$ cat src/rtl/emu_host_pkg.sv
// Shared state encoding, default widths and helpers for the emulator host sequencer.
package emu_host_pkg;

    localparam int DEF_INSN_W = 64;
    localparam int DEF_IO_W   = 32;
    localparam int DEF_CNT_W  = 32;

    typedef enum logic [2:0] {
        ST_IDLE,
        ST_RUN_IN,
        ST_RUN_CYC,
        ST_RUN_OUT,
        ST_WAIT_ACK,
        ST_DONE
    } seq_state_e;

    // A step always spends at least one cycle computing, even when zero procs are requested.
    function automatic logic [7:0] cycle_load(input logic [7:0] procs);
        return (procs == 8'd0) ? 8'd1 : procs;
    endfunction

endpackage

$ cat src/rtl/host_slot.sv
// Host request slot: rising-edge detector on a wire-in level plus a one-entry
// holding register presented to the emulator as a valid/ready source.
module host_slot #(
    parameter int DATA_W = 32
) (
    input  logic              clock,
    input  logic              reset_n,
    input  logic              lvl,
    input  logic [DATA_W-1:0] bits,
    input  logic              accept,
    input  logic              active,
    input  logic              ready,
    output logic              valid,
    output logic [DATA_W-1:0] data,
    output logic              slot_free,
    output logic              drop
);

    logic lvl_prev;
    logic armed;
    logic full;
    logic edge_evt;
    logic fire;

    // armed stays low for the first cycle after reset so a level already high is not an event
    assign edge_evt  = armed & lvl & ~lvl_prev;
    assign valid     = full & active;
    assign fire      = valid & ready;
    assign slot_free = ~full;
    assign drop      = edge_evt & (full | ~accept);

    // Remember last level to find rising edges
    always_ff @(posedge clock or negedge reset_n) begin
        if (!reset_n) begin
            lvl_prev <= 1'b0;
            armed    <= 1'b0;
        end else begin
            lvl_prev <= lvl;
            armed    <= 1'b1;
        end
    end

    // Capture payload into an empty slot; release it after the handshake
    always_ff @(posedge clock or negedge reset_n) begin
        if (!reset_n) begin
            full <= 1'b0;
            data <= '0;
        end else if (edge_evt && accept && !full) begin
            full <= 1'b1;
            data <= bits;
        end else if (fire) begin
            full <= 1'b0;
        end
    end

endmodule

$ cat src/rtl/emu_host_sequencer.sv
// Host-side sequencer: feeds instructions and per-step input tokens to the
// emulator, times the compute cycles, and hands each output back to the host.
module emu_host_sequencer
    import emu_host_pkg::*;
#(
    parameter int INSN_W = DEF_INSN_W,
    parameter int IO_W   = DEF_IO_W,
    parameter int CNT_W  = DEF_CNT_W
) (
    input  logic              clock,
    input  logic              reset_n,
    input  logic [CNT_W-1:0]  host_steps_i,
    input  logic [7:0]        used_procs_i,
    input  logic              start_i,
    input  logic              insn_lvl_i,
    input  logic [INSN_W-1:0] insn_bits_i,
    input  logic              in_lvl_i,
    input  logic [IO_W-1:0]   in_bits_i,
    input  logic              out_ack_lvl_i,
    output logic              insn_valid_o,
    output logic [INSN_W-1:0] insn_bits_o,
    input  logic              insn_ready_i,
    output logic              in_valid_o,
    output logic [IO_W-1:0]   in_bits_o,
    input  logic              in_ready_i,
    input  logic              emu_out_valid_i,
    input  logic [IO_W-1:0]   emu_out_bits_i,
    output logic              emu_out_ready_o,
    output logic              insn_slot_free_o,
    output logic              in_slot_free_o,
    output logic              out_valid_o,
    output logic [IO_W-1:0]   out_bits_o,
    output logic [CNT_W-1:0]  steps_done_o,
    output logic              busy_o,
    output logic              done_o,
    output logic              err_o
);

    seq_state_e       state;
    seq_state_e       state_next;
    logic             start_prev;
    logic             ack_prev;
    logic             armed;
    logic             start_evt;
    logic             ack_evt;
    logic             run_start;
    logic             load_cyc;
    logic             capture_out;
    logic             ack_step;
    logic             insn_drop;
    logic             in_drop;
    logic [7:0]       cyc_cnt;
    logic [CNT_W-1:0] steps_total;
    logic [CNT_W-1:0] steps_inc;
    logic             in_idle;
    logic             in_run_in;

    assign start_evt = armed & start_i & ~start_prev;
    assign ack_evt   = armed & out_ack_lvl_i & ~ack_prev;
    assign steps_inc = steps_done_o + CNT_W'(1);
    assign in_idle   = (state == ST_IDLE);
    assign in_run_in = (state == ST_RUN_IN);

    // Instructions are only taken and offered while idle
    host_slot #(.DATA_W(INSN_W)) u_insn_slot (
        .clock     (clock),
        .reset_n   (reset_n),
        .lvl       (insn_lvl_i),
        .bits      (insn_bits_i),
        .accept    (in_idle),
        .active    (in_idle),
        .ready     (insn_ready_i),
        .valid     (insn_valid_o),
        .data      (insn_bits_o),
        .slot_free (insn_slot_free_o),
        .drop      (insn_drop)
    );

    // Inputs may be queued in any state but are only offered in RUN_IN
    host_slot #(.DATA_W(IO_W)) u_in_slot (
        .clock     (clock),
        .reset_n   (reset_n),
        .lvl       (in_lvl_i),
        .bits      (in_bits_i),
        .accept    (1'b1),
        .active    (in_run_in),
        .ready     (in_ready_i),
        .valid     (in_valid_o),
        .data      (in_bits_o),
        .slot_free (in_slot_free_o),
        .drop      (in_drop)
    );

    // Edge history for start and output-ack levels
    always_ff @(posedge clock or negedge reset_n) begin
        if (!reset_n) begin
            start_prev <= 1'b0;
            ack_prev   <= 1'b0;
            armed      <= 1'b0;
        end else begin
            start_prev <= start_i;
            ack_prev   <= out_ack_lvl_i;
            armed      <= 1'b1;
        end
    end

    // State register
    always_ff @(posedge clock or negedge reset_n) begin
        if (!reset_n) begin
            state <= ST_IDLE;
        end else begin
            state <= state_next;
        end
    end

    // Next-state decode, datapath strobes and status outputs
    always_comb begin
        state_next      = state;
        run_start       = 1'b0;
        load_cyc        = 1'b0;
        capture_out     = 1'b0;
        ack_step        = 1'b0;
        busy_o          = 1'b1;
        done_o          = 1'b0;
        emu_out_ready_o = 1'b0;
        case (state)
            ST_IDLE: begin
                busy_o = 1'b0;
                if (start_evt) begin
                    run_start  = 1'b1;
                    state_next = (host_steps_i == '0) ? ST_DONE : ST_RUN_IN;
                end
            end
            ST_RUN_IN: begin
                if (in_valid_o && in_ready_i) begin
                    load_cyc   = 1'b1;
                    state_next = ST_RUN_CYC;
                end
            end
            ST_RUN_CYC: begin
                if (cyc_cnt <= 8'd1) begin
                    state_next = ST_RUN_OUT;
                end
            end
            ST_RUN_OUT: begin
                emu_out_ready_o = 1'b1;
                if (emu_out_valid_i) begin
                    capture_out = 1'b1;
                    state_next  = ST_WAIT_ACK;
                end
            end
            ST_WAIT_ACK: begin
                if (ack_evt) begin
                    ack_step   = 1'b1;
                    state_next = (steps_inc >= steps_total) ? ST_DONE : ST_RUN_IN;
                end
            end
            ST_DONE: begin
                busy_o = 1'b0;
                done_o = 1'b1;
                if (!start_i) begin
                    state_next = ST_IDLE;
                end
            end
            default: begin
                state_next = ST_IDLE;
            end
        endcase
    end

    // Step/cycle counters, host output register and sticky error
    always_ff @(posedge clock or negedge reset_n) begin
        if (!reset_n) begin
            steps_total  <= '0;
            steps_done_o <= '0;
            cyc_cnt      <= 8'd0;
            out_valid_o  <= 1'b0;
            out_bits_o   <= '0;
            err_o        <= 1'b0;
        end else begin
            if (run_start) begin
                steps_total  <= host_steps_i;
                steps_done_o <= '0;
            end else if (ack_step) begin
                steps_done_o <= steps_inc;
            end
            if (load_cyc) begin
                cyc_cnt <= cycle_load(used_procs_i);
            end else if (state == ST_RUN_CYC) begin
                cyc_cnt <= cyc_cnt - 8'd1;
            end
            if (capture_out) begin
                out_valid_o <= 1'b1;
                out_bits_o  <= emu_out_bits_i;
            end else if (ack_step) begin
                out_valid_o <= 1'b0;
            end
            err_o <= (err_o & ~run_start) | insn_drop | in_drop;
        end
    end

endmodule
$ cat config.mk
export PLATFORM = sky130hd
export DESIGN_NAME = emu_host_sequencer
export DESIGN_NICKNAME = d
export VERILOG_FILES = /design/src/rtl/emu_host_pkg.sv /design/src/rtl/host_slot.sv /design/src/rtl/emu_host_sequencer.sv
export SDC_FILE = /design/constraint.sdc
export NUM_CORES = 1
export LEC_CHECK = 0
export ABC_AREA = 1
export CORE_MARGIN = 4
export CORE_UTILIZATION = 35
export CTS_BUF_LIST = sky130_fd_sc_hd__clkbuf_4
export CTS_CLUSTER_SIZE = 20
export DETAILED_ROUTE_END_ITERATION = 10
export GPL_ROUTABILITY_DRIVEN = 1
export GPL_TIMING_DRIVEN = 1
export HOLD_SLACK_MARGIN = 0.03
export PLACE_DENSITY = 0.65
export SLEW_MARGIN = 20
export SYNTH_ARGS = -nofsm -noshare
export SYNTH_HDL_FRONTEND = slang
export SYNTH_SLANG_ARGS = --single-unit
export TNS_END_PERCENT = 1
$ cat constraint.sdc
create_clock -name clock -period 4.5 [get_ports clock]
set_clock_uncertainty 0.15 [all_clocks]
set_input_delay 0.9 -clock clock [delete_from_list [all_inputs] [get_ports clock]]
set_output_delay 0.9 -clock clock [all_outputs]
set_load 0.02 [all_outputs]
==> metrics.md <==
| Metric | Value |
|---|---|
| Worst EP arrival | `2360 ps` |
| Largest net degree at the start of global routing | `around 100` |
| Psw | `3.828 mW` |
| Nets | `1578` |
| Fmax | `~0.29 GHz` |
| Final setup vio count | `0` |
| Most common cell in the netlist | `dfrtp_1` |
| Tcrit/Tclk final | `about three quarters` |
| Startpoint Class | `register` |
| Clock sink count | `212` |
| Dpl hpwl | `23790 um` |
| Max-cap violations | `0` |
| Leakage | `about 6.8 nW` |
| Slew headroom | `39.33%` |
| Reg area | `around 5300 um2` |
| Ports | `between 300 and 400` |
| Clock power frac | `between 10% and 20%` |
| Synth Flop Type | `dfrtp_1` |
| Starting Density | `between 30 and 40%` |
| Clk buf depth | `3` |
| Drt drc | `0` |
| Kind of end point of the critical path | `output port` |
| Rows | `slightly above 60` |
| Maximum vdd ir drop | `roughly 380 uV` |
| EDFF count, synth | `0` |
| Sequential share of power | `roughly 34%` |
| Htree depth | `2` |
| Synth top area cells | `dfrtp_1, mux2_2, nand2_1` |
| Final Hold Violating Endpoints | `0` |
| Actual slew at the worst max-slew pin | `just over 900 ps` |
| Seq/Total Area, Yosys | `a little over half` |
| Post-Route WL | `between 30000 and 40000 um` |
| Critical path class | `register to output port` |
| Syn Inst Count | `between 900 and 1000` |
| Per-cell routed wire length | `roughly 17 um` |
| Initial antenna violation count | `3` |
| Cell-internal power | `about 6 mW` |
| Net Sw Frac | `between 30% and 40%` |
| Distinct cell type count after synthesis | `38` |
| First-pass iteration count of the detailed router | `5` |
| Worst-Skew Late Latency | `just over 700 ps` |
| Synth warn | `0` |
| Grt total ovfl | `0` |
| Reg clk slew, reported paths | `about 70 ps` |
| Clk root buf | `clkbuf_4` |
| Final slew viol count | `0` |
| Placement Cell Area | `~14000 um2` |
| Gate power share | `between 40% and 50%` |
| Die area | `around 31000 um2` |
| I/O Buffers | `between 300 and 400` |
| # Post-CTS Setup Buffers | `0` |
| Mapped Nets | `1188` |
| Pwr dens | `about 670 nW/um2` |
| Hold Crit Class | `primary input to asynchronous set/reset pin` |
| Largest area contributor in the synthesized netlist | `dfrtp_1` |
| Final Instance Area | `14630 um2` |
| Post-synth design cell area | `10020 um2` |
| Synth cell count leaders | `dfrtp_1, nand2_1, inv_1` |
| TritonCTS clock tree | `done` |
| CTS buffer count | `59` |
| GPL Wtd Cong | `just over 0.9` |
| Routed Antenna Nets | `0` |
| Number of global-route vias before repair | `roughly 8700` |
| # hold bufs at CTS | `0` |
| Minimum clock period | `roughly 3400 ps` |
| First-pass GRT wire length | `approximately 47000 um` |
| Post-synth ARST share | `100.0%` |
| Critical Path Fanout Max | `5` |
| Via Count | `8331` |
| Area of the multi-input gates | `between 4000 and 5000 um2` |
| CP Data Required Time | `approximately 3500 ps` |
| Total track usage | `19.18%` |
| Vias/cell | `4.646` |
| Fillers | `2574` |
| Final TNS setup | `0 ps` |
| Height of the die | `approximately 180 um` |
| RSZ-0062 raised after global routing | `no` |
| Synth-to-layout area growth | `45.96%` |
| Post-synth top area share | `52.92%` |
| Core Region | `roughly 28000 um2` |
| Synth Area per Inst | `just over 10 um2` |
| Share of layout cells above drive strength 1 | `17.33%` |
| 1st-iter DRT viols | `roughly 410` |
| Post-CTS Resized | `0` |
| Status | `completed` |
| Count of state elements after synthesis | `~210` |
| Width of the die | `~180 um` |
| Power, Total | `between 9 and 10 mW` |
[area by class of cell]
cell class | instances | area share (%)
Antenna cell | 1 | 0.01710
Inverter | 140 | 3.592
Tap cell | 378 | 3.232
Timing Repair Buffer | 353 | 24.13
Clock buffer | 82 | 4.207
Clock inverter | 27 | 0.9834
Sequential cell | 212 | 36.26
Multi-Input combinational cell | 600 | 27.58
[per-stage QoR]
stage                     setup slack, ps  instances  util, %  hold WS [ps]
after floorplan                      1658        976        -         302.8
after global placement               1221       1683    49.52         318.1
after detailed placement             1192       1683    49.52         321.1
after CTS                           973.2       1792    52.23         87.43
after global routing                927.0       1793    52.24         111.6
final                                1089       1793    52.24         101.5
[state kept, by name (all words and copies together), names as in the netlist]
name                  cells
ack_prev                  1
cyc_cnt                   8
err_o                     1
out_bits_o               32
out_valid_o               1
start_prev                1
state                     3
steps_done_o             32
steps_total              32
u_in_slot.armed           1
u_in_slot.data           32
u_in_slot.full            1
u_in_slot.lvl_prev        1
u_insn_slot.data         64
u_insn_slot.full          1
u_insn_slot.lvl_prev      1
[power by group through the flow]
stage               logic [mW]  clock network (mW)  registers [mW]
floorplan                 1.74                   0            4.12
global placement          4.71                   0            3.32
detailed placement        4.76                   0            3.35
CTS                       4.79                1.84            3.33
global route              5.14                1.94            3.45
finish                    4.71                1.76            3.34
[path summary, 6_finish.rpt]
kind / to / from / slack [ps] / cells past startpoint
setup reg to reg: state[2]$_DFFE_PN0P_ / steps_done_o[0]$_DFFE_PN0P_ / 1300 / 20
hold reg to reg: out_valid_o$_DFFE_PN0P_ / out_valid_o$_DFFE_PN0P_ / 330 / 2
setup / recovery: busy_o / state[2]$_DFFE_PN0P_ / 1090 / 5
hold / removal: steps_done_o[25]$_DFFE_PN0P_ / reset_n / 100 / 1
min in group clock: out_valid_o$_DFFE_PN0P_ / out_valid_o$_DFFE_PN0P_ / 330 / 2
max in group asynchronous: u_in_slot.full$_DFFE_PN0P_ / reset_n / 3120 / 2
[placed cells by master (no fill, tap or decap), types with 17 or more instances in the layout]
cell	n
clkbuf_4	82
clkdlybuf4s50_1	344
clkinv_1	21
dfrtp_1	212
ha_1	35
inv_1	135
mux2_2	128
nand2_1	184
nand3_1	17
nor2_1	66
o21ai_0	45
o22ai_1	18
xor2_1	24
[worst max-delay path: stages (launching register included)]
cell and delay, ps:
dfrtp_1 420, inv_1 90, nand2_1 250, inv_2 140
nor2_1 140, clkdlybuf4s50_1 650
[metal layers]
| metal | global-route usage, % | vias up | share of wire (%) |
|---|---|---|---|
| met3 | 8.118 | 65 | 9.5 |
| met2 | 31.56 | 313 | 49 |
| met5 | 0 | - | 0.081 |
| met4 | 6.190 | 4 | 2.6 |
| li1 | - | 4013 | - |
| met1 | 22.81 | 3936 | 39 |
[cell families after synthesis]
logic type / Yosys count / synth area share, %
mux: 128 / 14.38
buf+inv: 164 / 6.877
fa+ha+maj: 35 / 4.368
flops: 212 / 52.92
other cells: 1 / 0.03741
simple gates: 316 / 13.65
compound gates: 92 / 5.242
xor+xnor: 28 / 2.521
Power figures use the tool's default switching activity.
